--- src/rtl/POLI_types_pkg.sv ---
// Shared types and default parameter values for the APB wait-state slave.
package POLI_types_pkg;

    typedef enum logic [1:0] {
        IDLE = 2'd0,
        WAIT = 2'd1,
        RESP = 2'd2,
        ERR  = 2'd3
    } apb_state_t;

    localparam int unsigned DEF_ADDR_W    = 32;
    localparam int unsigned DEF_DATA_W    = 32;
    localparam int unsigned DEF_NUM_REGS  = 16;
    localparam int unsigned DEF_BASE_ADDR = 0;
    localparam int unsigned DEF_TIMEOUT   = 15;

endpackage

--- src/rtl/apb_addr_decode.sv ---
// Combinational word-register address decode: aligned and inside
// [BASE_ADDR, BASE_ADDR + 4*NUM_REGS).
module apb_addr_decode #(
    parameter int unsigned ADDR_W    = 32,
    parameter int unsigned NUM_REGS  = 16,
    parameter int unsigned BASE_ADDR = 0,
    parameter int unsigned IDX_W     = 4
) (
    input  logic [ADDR_W-1:0] paddr,
    output logic              valid,
    output logic [IDX_W-1:0]  index
);

    logic [ADDR_W-1:0] offset;
    logic              below_base;

    // Extra MSB carries the borrow, so "below base" needs no constant compare.
    assign {below_base, offset} = {1'b0, paddr} - {1'b0, ADDR_W'(BASE_ADDR)};

    assign valid = (paddr[1:0] == 2'b00) && !below_base
                   && ((offset >> 2) < ADDR_W'(NUM_REGS));
    assign index = offset[IDX_W+1:2];

endmodule

--- src/rtl/apb_slave_ws.sv ---
// APB slave bridging to a register backend with wait states and a reg_ack timeout.
// Optional APB_PSTRB_EN adds the PSTRB port and rejects reads carrying strobes.
//
// state | meaning
// IDLE  | waiting for an APB setup phase
// WAIT  | request issued, waiting for reg_ack or timeout (PREADY=0)
// RESP  | one-cycle completion from buffered data/error
// ERR   | one-cycle error completion for a rejected access
module apb_slave_ws
    import POLI_types_pkg::*;
#(
    parameter int unsigned ADDR_W    = DEF_ADDR_W,
    parameter int unsigned DATA_W    = DEF_DATA_W,
    parameter int unsigned NUM_REGS  = DEF_NUM_REGS,
    parameter int unsigned BASE_ADDR = DEF_BASE_ADDR,
    parameter int unsigned TIMEOUT   = DEF_TIMEOUT,
    localparam int unsigned IDX_W    = (NUM_REGS > 1) ? $clog2(NUM_REGS) : 1,
    localparam int unsigned STRB_W   = DATA_W / 8
) (
    input  logic              CLK,
    input  logic              nRST,
    input  logic              PSEL,
    input  logic              PENABLE,
    input  logic              PWRITE,
    input  logic [ADDR_W-1:0] PADDR,
    input  logic [DATA_W-1:0] PWDATA,
`ifdef APB_PSTRB_EN
    input  logic [STRB_W-1:0] PSTRB,
`endif
    output logic [DATA_W-1:0] PRDATA,
    output logic              PREADY,
    output logic              PSLVERR,
    output logic              reg_req,
    output logic              reg_we,
    output logic [IDX_W-1:0]  reg_index,
    output logic [DATA_W-1:0] reg_wdata,
    output logic [STRB_W-1:0] reg_wstrb,
    input  logic [DATA_W-1:0] reg_rdata,
    input  logic              reg_ack,
    input  logic              reg_err
);

    localparam int unsigned CNT_W = $clog2(TIMEOUT + 1);
    localparam logic [CNT_W-1:0] CNT_LAST = CNT_W'(TIMEOUT - 1);

    apb_state_t        state_q, state_d;
    logic [CNT_W-1:0]  cnt_q, cnt_d;
    logic              req_q, req_d;
    logic              we_q, we_d;
    logic [IDX_W-1:0]  index_q, index_d;
    logic [DATA_W-1:0] wdata_q, wdata_d;
    logic [STRB_W-1:0] wstrb_q, wstrb_d;
    logic [DATA_W-1:0] rdata_buf_q, rdata_buf_d;
    logic              err_buf_q, err_buf_d;

    logic              addr_valid;
    logic [IDX_W-1:0]  addr_index;
    logic [STRB_W-1:0] wstrb_in;
    logic              strb_bad;

    apb_addr_decode #(
        .ADDR_W    (ADDR_W),
        .NUM_REGS  (NUM_REGS),
        .BASE_ADDR (BASE_ADDR),
        .IDX_W     (IDX_W)
    ) u_decode (
        .paddr (PADDR),
        .valid (addr_valid),
        .index (addr_index)
    );

`ifdef APB_PSTRB_EN
    assign wstrb_in = PWRITE ? PSTRB : '0;
    assign strb_bad = !PWRITE && (PSTRB != '0);
`else
    assign wstrb_in = PWRITE ? {STRB_W{1'b1}} : '0;
    assign strb_bad = 1'b0;
`endif

    always_comb begin
        state_d     = state_q;
        cnt_d       = cnt_q;
        req_d       = 1'b0;
        we_d        = we_q;
        index_d     = index_q;
        wdata_d     = wdata_q;
        wstrb_d     = wstrb_q;
        rdata_buf_d = rdata_buf_q;
        err_buf_d   = err_buf_q;
        case (state_q)
            IDLE: begin
                if (PSEL && !PENABLE) begin
                    if (addr_valid && !strb_bad) begin
                        state_d = WAIT;
                        req_d   = 1'b1;
                        we_d    = PWRITE;
                        index_d = addr_index;
                        wdata_d = PWDATA;
                        wstrb_d = wstrb_in;
                        cnt_d   = '0;
                    end else begin
                        state_d     = ERR;
                        rdata_buf_d = '0;
                    end
                end
            end
            WAIT: begin
                // Abort beats ack; ack beats a timeout landing in the same cycle.
                if (!PSEL) begin
                    state_d = IDLE;
                end else if (reg_ack) begin
                    if (!we_q) rdata_buf_d = reg_rdata;
                    err_buf_d = reg_err;
                    state_d   = RESP;
                end else if (cnt_q == CNT_LAST) begin
                    rdata_buf_d = '0;
                    err_buf_d   = 1'b1;
                    state_d     = RESP;
                end else begin
                    cnt_d = cnt_q + 1'b1;
                end
            end
            RESP:    state_d = IDLE;
            ERR:     state_d = IDLE;
            default: state_d = IDLE;
        endcase
    end

    always_ff @(posedge CLK or negedge nRST) begin
        if (!nRST) begin
            state_q     <= IDLE;
            cnt_q       <= '0;
            req_q       <= 1'b0;
            we_q        <= 1'b0;
            index_q     <= '0;
            wdata_q     <= '0;
            wstrb_q     <= '0;
            rdata_buf_q <= '0;
            err_buf_q   <= 1'b0;
        end else begin
            state_q     <= state_d;
            cnt_q       <= cnt_d;
            req_q       <= req_d;
            we_q        <= we_d;
            index_q     <= index_d;
            wdata_q     <= wdata_d;
            wstrb_q     <= wstrb_d;
            rdata_buf_q <= rdata_buf_d;
            err_buf_q   <= err_buf_d;
        end
    end

    assign PREADY    = (state_q == RESP) || (state_q == ERR);
    assign PSLVERR   = ((state_q == RESP) && err_buf_q) || (state_q == ERR);
    assign PRDATA    = rdata_buf_q;
    assign reg_req   = req_q;
    assign reg_we    = we_q;
    assign reg_index = index_q;
    assign reg_wdata = wdata_q;
    assign reg_wstrb = wstrb_q;

endmodule

--- config.mk ---
export PLATFORM = sky130hd
export DESIGN_NAME = apb_slave_ws
export DESIGN_NICKNAME = d
export VERILOG_FILES = /design/src/rtl/POLI_types_pkg.sv /design/src/rtl/apb_addr_decode.sv /design/src/rtl/apb_slave_ws.sv
export SDC_FILE = /design/constraint.sdc
export NUM_CORES = 1
export LEC_CHECK = 0
export BUFFER_PORTS_ARGS = -buffer_cell sky130_fd_sc_hd__clkbuf_2
export CAP_MARGIN = 20
export CORE_MARGIN = 10
export CORE_UTILIZATION = 35
export DETAILED_ROUTE_END_ITERATION = 12
export PLACE_DENSITY = 0.65
export SYNTH_ARGS = -nofsm -noshare
export SYNTH_HDL_FRONTEND = slang
export SYNTH_SLANG_ARGS = --single-unit
--- constraint.sdc ---
create_clock -name CLK -period 4.45 [get_ports CLK]
set_input_delay 0.2225 -clock CLK [delete_from_list [all_inputs] [get_ports CLK]]
set_output_delay 0.2225 -clock CLK [all_outputs]
set_load 0.02 [all_outputs]
==> results of run 1 <==
## sequential cells by signal, summed over array words and instances, names as in the netlist
signal     flops
PRDATA        32
cnt_q          4
err_buf_q      1
reg_index      4
reg_req        1
reg_wdata     32
reg_wstrb      1
state_q        2
## cell type report
| class | count | share of cell area [%] |
|---|---|---|
| multi-input cells | 191 | 27.7 |
| repair buffers | 183 | 21.4 |
| inverters | 4 | 0.327 |
| clock inverters | 6 | 2.05 |
| flip-flops and latches | 77 | 42.0 |
| clock buffers | 10 | 3.00 |
| well taps | 129 | 3.52 |
## cell families after synthesis
family          count (synthesis)
simple gates                  103
flops                          77
compound gates                 49
mux                            37
buf+inv                        23
fa+ha+maj                       2
## routing by layer
metal | vias to the layer above | part of all wire, % | track usage, % | routed length (µm)
met2 | 119 | 46 | 21.8 | 4350
met3 | 10 | 8.2 | 5.61 | 784
met5 | - | 0.18 | 0 | 17
li1 | 1377 | - | - | -
met1 | 1320 | 45 | 16.8 | 4270
met4 | 2 | 1.1 | 4.69 | 102
## where the power goes
| part | internal [mW] | switching, mW | leakage, nW |
|---|---|---|---|
| Sequential | 0.743 | 0.0455 | 1.05 |
| Clock | 0.335 | 0.263 | 0.113 |
| Combinational | 0.109 | 0.139 | 1.45 |
## layout by cell type, fill, tap and decap left out, drive strengths merged, types with 5 or more instances in the layout
master,count
mux2,37
nand3,5
clkbuf,187
nor2,7
buf,5
a22oi,33
nor4,8
nand2,71
dfrtp,77
inv,5
## stage by stage
step	setup slack [ns]	hold WS [ns]	power (mW)	std cells	util, %
4_1_cts	1.83	0.0688	1.66	598	49.2
6_report	1.90	0.0879	1.63	600	49.6
3_3_place_gp	1.69	0.432	1.04	580	46.3
3_5_place_dp	1.63	0.444	1.05	582	46.7
2_1_floorplan	2.54	-0.0731	0.923	291	-
5_1_grt	1.70	0.0652	1.74	600	49.6
## worst max-delay path: cells and delay by family, from the launching register on
family	cells	cell delay, ns
multiplexers	1	0.42
buffers and inverters	1	0.35
flip-flops	1	0.54
AND/OR/NAND/NOR	2	1.12
## timing repair
item                      in CTS  in global routing
buffers inserted               0                  0
hold buffers                   0                  1
hold endpoints to repair       0                 66
## worst max-delay path by stage
stage | startpoint | to | slack, ns
after global placement | PADDR[23] | reg_wdata[2] | 1.69
after global routing | state_q[0] | reg_wdata[2] | 1.70
after CTS | state_q[0] | reg_wdata[31] | 1.83
after detailed placement | PADDR[23] | reg_wdata[31] | 1.63
after floorplan | PADDR[23] | reg_index[0] | 2.54
final | state_q[0] | reg_wdata[31] | 1.90
==> metrics.cfg, run 1 <==
[clock_network]
cts.clk_slew.worst_paths_ns = 0.09
cts-root-buf = clkbuf_8
cts_resized = 0
h-tree-depth = 3
numCtsBuffers = 9
cts_sinks = 77
cts.path.max_buffers = 2
clock_latency_ns = 0.34
cts_tree = done

[grt]
grt_pass1_vias = 3082
grt_max_degree = 78
grtUsageTotal_pct = 13.9
grt_overflow = 0
grt_pass1_wl_mm = 15.8
antenna_found_initial = 1

[sta]
finalSetupTns_ns = 0
slew_headroom_pct = 43.6
worst_pin_slew_ns = 0.847
fin_skew_ns = 0.0140
hold_viol = 0
fin_crit_sh_pct = 57.4
rsz0062_at_grt = no
slew_viol_final = 0
period_needed_ns = 2.55
fmax_ghz = 0.392
setup_violations = 0

[logic_synthesis]
synth_area_leaders = dfrtp_1 58%, mux2_1 10%, nand2_1 8.0%, a22oi_1 7.5%, mux2_2 2.4%
yosysMostFrequentCell = dfrtp_1
synth_ff_type = dfrtp_1
synth_top_area_cell = dfrtp_1
synthArstFlopShare_pct = 100
yosysSeqAreaShare_pct = 58.0
syn_area_mm2 = 0.00332
synth_top_family_by_area = simple AND/OR/NAND/NOR gates
syn_avg_cell_area_um2 = 11.4
synth_edf_count = 0
synth_nets = 396
synth_simple_gate_area_share_pct = 14.0
yosysUniqueCellTypes = 31
synth_commonest_cells = 77 x dfrtp_1, 71 x nand2_1, 33 x a22oi_1
muxShareOfSynthArea_pct = 12.5
synth_seq_cells = 77
synth_cells = 291
synth-xor-area-share_pct = 0
ys_warn_count = 0
synth_fa_ha_area_share_pct = 0.754
yosysTopAreaCellShare_pct = 58.0
synth_compound_area_share_pct = 10.8

[die]
initial_utilization_pct = 35.9
die_x_um = 117
die_area_mm2 = 0.0138
row_count = 35
core_area_mm2 = 0.00924
chipHeight_um = 117
io_pins = 179

[pwr]
power_density_mw_per_mm2 = 356
p_leak_nw = 2.61
peakVddDrop_mv = 0.156

[min_path]
min_path_cells = 2
hold_class = in2reg
hp-start = PWDATA[25]
min_to = reg_wdata[25]

[worst_setup_path]
worstReg2RegStart = state_q[0]
worstPathRequired_ns = 4.67
crit_fanout = 37
crit_chain = nor4_4 > buf_4 > and3b_2 > mux2_2
cp_slowest_stage_delay_ns = 0.82
crit_arrival_ns = 2.78
crit_type = reg2reg
r2r_slack_ns = 1.90
reg2reg_to = reg_wdata[31]
worstSetupEndpointType = flop
slowest_stage = and3b_2
r2r_cells = 4
start_kind = flop

[finish]
stdcell_area_mm2 = 0.00459
fillers = 855
layout.nets = 571
multi_input_area_mm2 = 0.00127
syn_to_final_growth_pct = 38.1
drive_above_1_share_pct = 44.2
regArea_mm2 = 0.00193
diodes = 0

[detailed_routing]
dr.first_iter.drc_count = 161
wl_per_cell_um = 15.9
ant_nets = 0
drt_wl_total_mm = 9.53
first_pass_iters = 4
via_count = 2828
drc = 0
avgViaCountPerCell = 4.71

[placed_design]
place_hpwl_mm = 7.42
io_buffers = 178
place_area_mm2 = 0.00432
gp_congestion = 0.821

[status]
status = completed

[flow_run]
cap_violations = 0

(Power assumes the default switching activity.)
==> run 2, diff against run 1 <==
--- a/config.mk
+++ b/config.mk
@@ -5,12 +5,12 @@
 export SDC_FILE = /design/constraint.sdc
 export NUM_CORES = 1
 export LEC_CHECK = 0
+export ABC_AREA = 1
 export BUFFER_PORTS_ARGS = -buffer_cell sky130_fd_sc_hd__clkbuf_2
 export CAP_MARGIN = 20
 export CORE_MARGIN = 10
 export CORE_UTILIZATION = 35
 export DETAILED_ROUTE_END_ITERATION = 12
-export PLACE_DENSITY = 0.65
 export SYNTH_ARGS = -nofsm -noshare
 export SYNTH_HDL_FRONTEND = slang
 export SYNTH_SLANG_ARGS = --single-unit
==> constraint.sdc (replaced) <==
create_clock -name CLK -period 2.56 [get_ports CLK]
set_input_delay 0.128 -clock CLK [delete_from_list [all_inputs] [get_ports CLK]]
set_output_delay 0.128 -clock CLK [all_outputs]
set_load 0.02 [all_outputs]
==> run 2 against run 1 <==
Fmax increased by 40%. Die area increased by 4.6%. Sequential share of layout area down 3.7 points. Combinational power rose to 3.1 times the previous value. Global-route usage rose by 1.1 points. Setup slack got worse by 1.2 ns. Synthesized cell count grew 46%. Power rose by 91%. Hold slack got worse by 0.020 ns. Via count rose by 20%. Utilization grew 1.9 points. Register-to-register slack got worse by 1.2 ns. Highest routed layer is now met4.
==> metrics.cfg, run 2 <==
[sta]
hold_viol = 0
slew_viol_final = 0
hold_slack_ns = 0.0678
fin_crit_sh_pct = 71.2
rsz0062_at_grt = no
fin_skew_ns = 0.00679
finalSetupTns_ns = 0
setup_violations = 0
period_needed_ns = 1.82
fmax_ghz = 0.549
worst_pin_slew_ns = 0.977
slew_headroom_pct = 34.9

[logic_synthesis]
synth_commonest_cells = 232 x nand2_1, 77 x dfrtp_1, 32 x nand3b_1
yosysMostFrequentCell = nand2_1
ys_warn_count = 0
synth_edf_count = 0
synthArstFlopShare_pct = 100
synth_top_area_cell = dfrtp_1
synth_seq_cells = 77
yosysTopAreaCellShare_pct = 54.9
synth_ff_type = dfrtp_1
synth_area_leaders = dfrtp_1 55%, nand2_1 25%, nand3b_1 6.8%, nor2_1 3.1%, buf_6 1.9%
syn_area_mm2 = 0.00351
yosysUniqueCellTypes = 25
synth_nets = 531
yosysSeqAreaShare_pct = 54.9
synth_cells = 426
syn_avg_cell_area_um2 = 8.23

[pwr]
power_density_mw_per_mm2 = 621
p_clk_share_pct = 29.9
p_int_mw = 2.09
pwr-share-seq_pct = 45.4
p_leak_nw = 2.93
switching_share_pct = 33.1
combPwrFrac_pct = 24.7
peakVddDrop_mv = 0.322
p_sw_mw = 1.04

[finish]
drive_above_1_share_pct = 32.7
stdcell_area_mm2 = 0.00503
final_common_cell = nand2_1
layout.nets = 739
diodes = 0
final_cell_mix = 232 x nand2_1, 177 x clkbuf_2, 77 x dfrtp_1, 38 x dlygate4sd3_1, 32 x nand3b_1
syn_to_final_growth_pct = 43.5

[min_path]
min_path_cells = 4
hp-start = reg_rdata[28]
hold_class = in2reg
min_to = PRDATA[28]

[clock_network]
numCtsBuffers = 9
cts_resized = 0
cts-root-buf = clkbuf_8
cts.path.max_buffers = 2
cts_tree = done
cts_sinks = 77
cts.clk_slew.worst_paths_ns = 0.08
clock_latency_ns = 0.36
h-tree-depth = 3

[worst_setup_path]
crit_chain = inv_2 > nand2_1 > inv_1 > nand2_1 > nand2_4 > nand2_1 > nand2_1
slowest_stage = nand2_1
worstReg2RegStart = state_q[0]
crit_fanout = 32
crit_top_cell = nand2_1
path_delay_family = simple AND/OR/NAND/NOR gates
worstSetupEndpointType = flop
r2r_slack_ns = 0.74
crit_type = reg2reg
r2r_cells = 7
crit_arrival_ns = 2.07
reg2reg_to = PRDATA[31]
cp_slowest_stage_delay_ns = 0.50
worstPathRequired_ns = 2.81
path_buf_inv = 2
start_kind = flop

[die]
chipHeight_um = 120
io_pins = 179
die_area_mm2 = 0.0144
initial_utilization_pct = 35.9
core_area_mm2 = 0.00977
row_count = 36
die_x_um = 120

[placed_design]
gp_congestion = 0.769
place_area_mm2 = 0.00445
io_buffers = 178
place_hpwl_mm = 7.95

[detailed_routing]
first_pass_iters = 4
wl_per_cell_um = 14.1
dr.first_iter.drc_count = 188
avgViaCountPerCell = 4.40
drc = 0
ant_nets = 0
via_count = 3398
drt_wl_total_mm = 10.8

[status]
status = completed

[grt]
grt_pass1_vias = 3660
antenna_found_initial = 0
grtUsageTotal_pct = 15.0
grt_max_degree = 78
grt_pass1_wl_mm = 17.6
grt_overflow = 0

[flow_run]
cap_violations = 0

[run 2: cell count changes in the layout (fill, tap and decap cells not counted), sizes merged, moves of 6 or more]
cell | before | now
a22oi | 33 | 0
dlygate4sd3 | 1 | 38
nor2 | 7 | 31
mux2 | 37 | 0
nand2 | 71 | 234
nor4 | 8 | 0
inv | 5 | 11
nand3b | 0 | 32
[run 2: what timing repair did]
item,in CTS,in global routing
setup buffers,0,0
hold buffers,38,0
endpoints found under the hold margin,114,0
[run 2: worst register-to-register path, delay by kind of cell (launching register included)]
family                 cells  cell delay [ns]
flip-flops                 1             0.40
AND/OR/NAND/NOR            5             1.19
buffers and inverters      2             0.12
[run 2: cells by family after synthesis]
group           count (synthesis)  synth area share, %
xor+xnor                        2                0.500
compound gates                  4                0.571
simple gates                  306                 37.7
flops                          77                 54.9
buf+inv                        35                 5.60
fa+ha+maj                       2                0.713
[run 2: layer usage]
metal / up-vias / part of all wire, % / global-route usage, %
met5: - / 0 / 0
li1: 1716 / - / -
met3: 20 / 6.8 / 5.11
met2: 94 / 52 / 26.5
met4: 0 / 2.1 / 6.64
met1: 1568 / 39 / 16.0
[run 2: worst max-delay path by stage]
stage | from | endpoint | cells past startpoint
2_1_floorplan | cnt_q[0] | PRDATA[0] | 10
3_3_place_gp | PADDR[12] | PRDATA[20] | 10
3_5_place_dp | PADDR[18] | PRDATA[31] | 10
4_1_cts | state_q[0] | PRDATA[31] | 7
5_1_grt | cnt_q[0] | PRDATA[20] | 9
6_report | state_q[0] | PRDATA[31] | 7
[run 2: final cells by class]
class	instances	area [µm²]
Inverter	10	37.5
Timing Repair Buffer	222	1320
Sequential cell	77	1930
Fill cell	965	4740
Clock buffer	10	138
Multi-Input combinational cell	314	1380
Tap cell	133	166
Clock inverter	6	61.3
[run 2: power by group through the flow]
stage               Clock, mW  Combinational [mW]  Sequential, mW
global placement            0               0.729            1.44
detailed placement          0               0.739            1.44
CTS                     0.966               0.788            1.42
global route             1.02               0.863            1.44
floorplan                   0               0.377            1.54
finish                  0.936               0.771            1.42
[run 2: stage by stage]
step	total power [mW]	util, %	instances	worst slack, ns
floorplan	1.91	-	426	0.915
finish	3.13	51.5	772	0.738
detailed placement	2.18	45.6	718	0.704
global placement	2.17	45.6	718	0.775
global route	3.32	51.5	772	0.536
CTS	3.18	51.5	772	0.734
==> run 3, diff against run 2 <==
--- a/config.mk
+++ b/config.mk
@@ -11,6 +11,7 @@
 export CORE_MARGIN = 10
 export CORE_UTILIZATION = 35
 export DETAILED_ROUTE_END_ITERATION = 12
+export PLACE_DENSITY = 0.67
 export SYNTH_ARGS = -nofsm -noshare
 export SYNTH_HDL_FRONTEND = slang
 export SYNTH_SLANG_ARGS = --single-unit
==> constraint.sdc (replaced) <==
create_clock -name CLK -period 1.55 [get_ports CLK]
set_input_delay 0.0775 -clock CLK [delete_from_list [all_inputs] [get_ports CLK]]
set_output_delay 0.0775 -clock CLK [all_outputs]
set_load 0.02 [all_outputs]
==> run 3 against run 2 <==
Cell area grew 6.9%. Sequential power grew 65%. Count of clock-buffer cells in the layout shrank 1. Largest cell class unchanged. Power grew 78%. Hold slack lost 0.047 ns. First-iteration DRC count grew 16%. Highest routed layer unchanged. Die area is the same. Via count grew 3.7%. Critical endpoint is now PRDATA[10]. The flow now finishes with violations (setup timing). Largest power group unchanged.
==> metrics.cfg, run 3 (synthesized netlist as in run 2, its figures left out) <==
[sta]
hold_slack_ns = 0.0212
fin_skew_ns = 0.0160
hold_viol = 0
slew_headroom_pct = 72.3
period_needed_ns = 1.63
setup_violations = 32
rsz0062_at_grt = yes
fin_crit_sh_pct = 105
fmax_ghz = 0.612
slew_viol_final = 0
worst_pin_slew_ns = 0.416
setup_ws_ns = -0.0827

[detailed_routing]
ant_nets = 0
dr.first_iter.drc_count = 218
via_count = 3525
wl_per_cell_um = 14.1
first_pass_iters = 4
drc = 0
avgViaCountPerCell = 4.43
drt_wl_total_mm = 11.2

[status]
status = finished with violations
violations = setup timing

[pwr]
power_density_mw_per_mm2 = 1040
peakVddDrop_mv = 0.558
p_sw_mw = 1.85
total_power_mw = 5.58
pwr-share-seq_pct = 41.9
p_leak_nw = 3.09
combPwrFrac_pct = 30.9
switching_share_pct = 33.2
p_clk_share_pct = 27.2
p_int_mw = 3.72

[finish]
syn_to_final_growth_pct = 53.4
drive_above_1_share_pct = 38.5
regArea_mm2 = 0.00193
layout.nets = 762
multi_input_area_mm2 = 0.00145
final_cell_mix = 214 x nand2_1, 177 x clkbuf_2, 77 x dfrtp_1, 38 x dlygate4sd3_1, 32 x nand3b_1
fillers = 925
final_common_cell = nand2_1
stdcell_area_mm2 = 0.00538

[min_path]
hp-start = reg_err
hold_class = in2reg
min_path_cells = 3
min_to = err_buf_q

[grt]
grtUsageTotal_pct = 14.8
grt_max_degree = 78
grt_pass1_vias = 3669
antenna_found_initial = 1
grt_pass1_wl_mm = 17.9
grt_overflow = 0

[worst_setup_path]
crit_arrival_ns = 1.87
start_kind = flop
crit_type = reg2reg
r2r_slack_ns = -0.08
r2r_cells = 11
worstReg2RegStart = cnt_q[0]
worstSetupEndpointType = flop
worstPathRequired_ns = 1.78
crit_fanout = 9
reg2reg_to = PRDATA[10]

[die]
die_x_um = 120
io_pins = 179
chipHeight_um = 120
row_count = 36
die_area_mm2 = 0.0144
core_area_mm2 = 0.00977
initial_utilization_pct = 35.9

[clock_network]
cts_tree = done
clock_latency_ns = 0.34
cts-root-buf = clkbuf_8
cts.path.max_buffers = 2
h-tree-depth = 3
cts.clk_slew.worst_paths_ns = 0.08
cts_sinks = 77
numCtsBuffers = 9

[placed_design]
gp_congestion = 0.832
place_hpwl_mm = 7.88
io_buffers = 178
place_area_mm2 = 0.00459

[flow_run]
cap_violations = 0

==> run 3: changes by cell type in the layout (fill, tap and decap cells not counted), moves of 2 or more <==
cell | previous run | this run
nand2_1 | 232 | 214
buf_4 | 7 | 20
clkinv_4 | 0 | 2
buf_6 | 0 | 3
clkbuf_16 | 0 | 2
nor2_1 | 29 | 26
nor2_2 | 1 | 4
nand2_2 | 1 | 19
buf_12 | 0 | 4
==> run 3: how the worst max path moves through the flow <==
stage	start	end	cells after the start	slack (ns)
6_report	cnt_q[0]	PRDATA[10]	11	-0.08
5_1_grt	cnt_q[0]	PRDATA[13]	11	-0.18
4_1_cts	cnt_q[0]	PRDATA[28]	11	-0.06
3_5_place_dp	cnt_q[0]	PRDATA[20]	9	-0.07
3_3_place_gp	cnt_q[0]	PRDATA[16]	9	-0.02
2_1_floorplan	cnt_q[0]	PRDATA[0]	10	-0.07
==> run 3: stage by stage <==
stage / std cells / setup WS [ns] / setup TNS, ns / utilization (%)
floorplan: 426 / -0.0690 / -2.07 / -
global placement: 732 / -0.0182 / -0.168 / 47.0
detailed placement: 732 / -0.0681 / -1.55 / 47.0
CTS: 788 / -0.0576 / -1.27 / 53.4
global route: 796 / -0.175 / -5.06 / 55.0
finish: 796 / -0.0827 / -1.87 / 55.0
==> run 3: layer usage <==
metal | vias up | global-route usage (%) | wire length (µm)
met3 | 15 | 4.92 | 768
met4 | 0 | 4.52 | 170
met1 | 1626 | 17.0 | 4560
met5 | - | 0 | 0
li1 | 1764 | - | -
met2 | 120 | 25.5 | 5720
==> run 3: area by class of cell <==
cell class / count / share of cell area [%]
flip-flops and latches: 77 / 35.8
well taps: 133 / 3.09
inverters: 10 / 0.698
clock buffers: 9 / 2.30
diodes: 1 / 0.0465
clock inverters: 7 / 1.37
repair buffers: 245 / 29.7
multi-input cells: 314 / 27.0
==> run 3: repair_timing <==
action,CTS,global route
endpoints found under the hold margin,114,0
pin swaps,2,4
hold buffers,38,0
buffers inserted,2,5
resized for setup,8,24
cloned,0,2
endpoints found under the setup margin,32,36
==> run 3: power by group through the flow <==
stage	logic (mW)	clock network [mW]	registers [mW]
3_3_place_gp	1.34	0	2.36
3_5_place_dp	1.36	0	2.36
6_report	1.72	1.52	2.34
2_1_floorplan	0.628	0	2.54
5_1_grt	1.89	1.66	2.36
4_1_cts	1.52	1.57	2.33
==> run 3: critical path, stage by stage, from the launching register on <==
cell	delay, ns
dfrtp_1	0.39
inv_1	0.06
ha_2	0.17
nand3_2	0.09
nand2_2	0.09
nor2_2	0.05
nor3b_4	0.16
buf_6	0.16
nand2_8	0.08
clkbuf_16	0.18
nand2_1	0.07
nand2_1	0.05
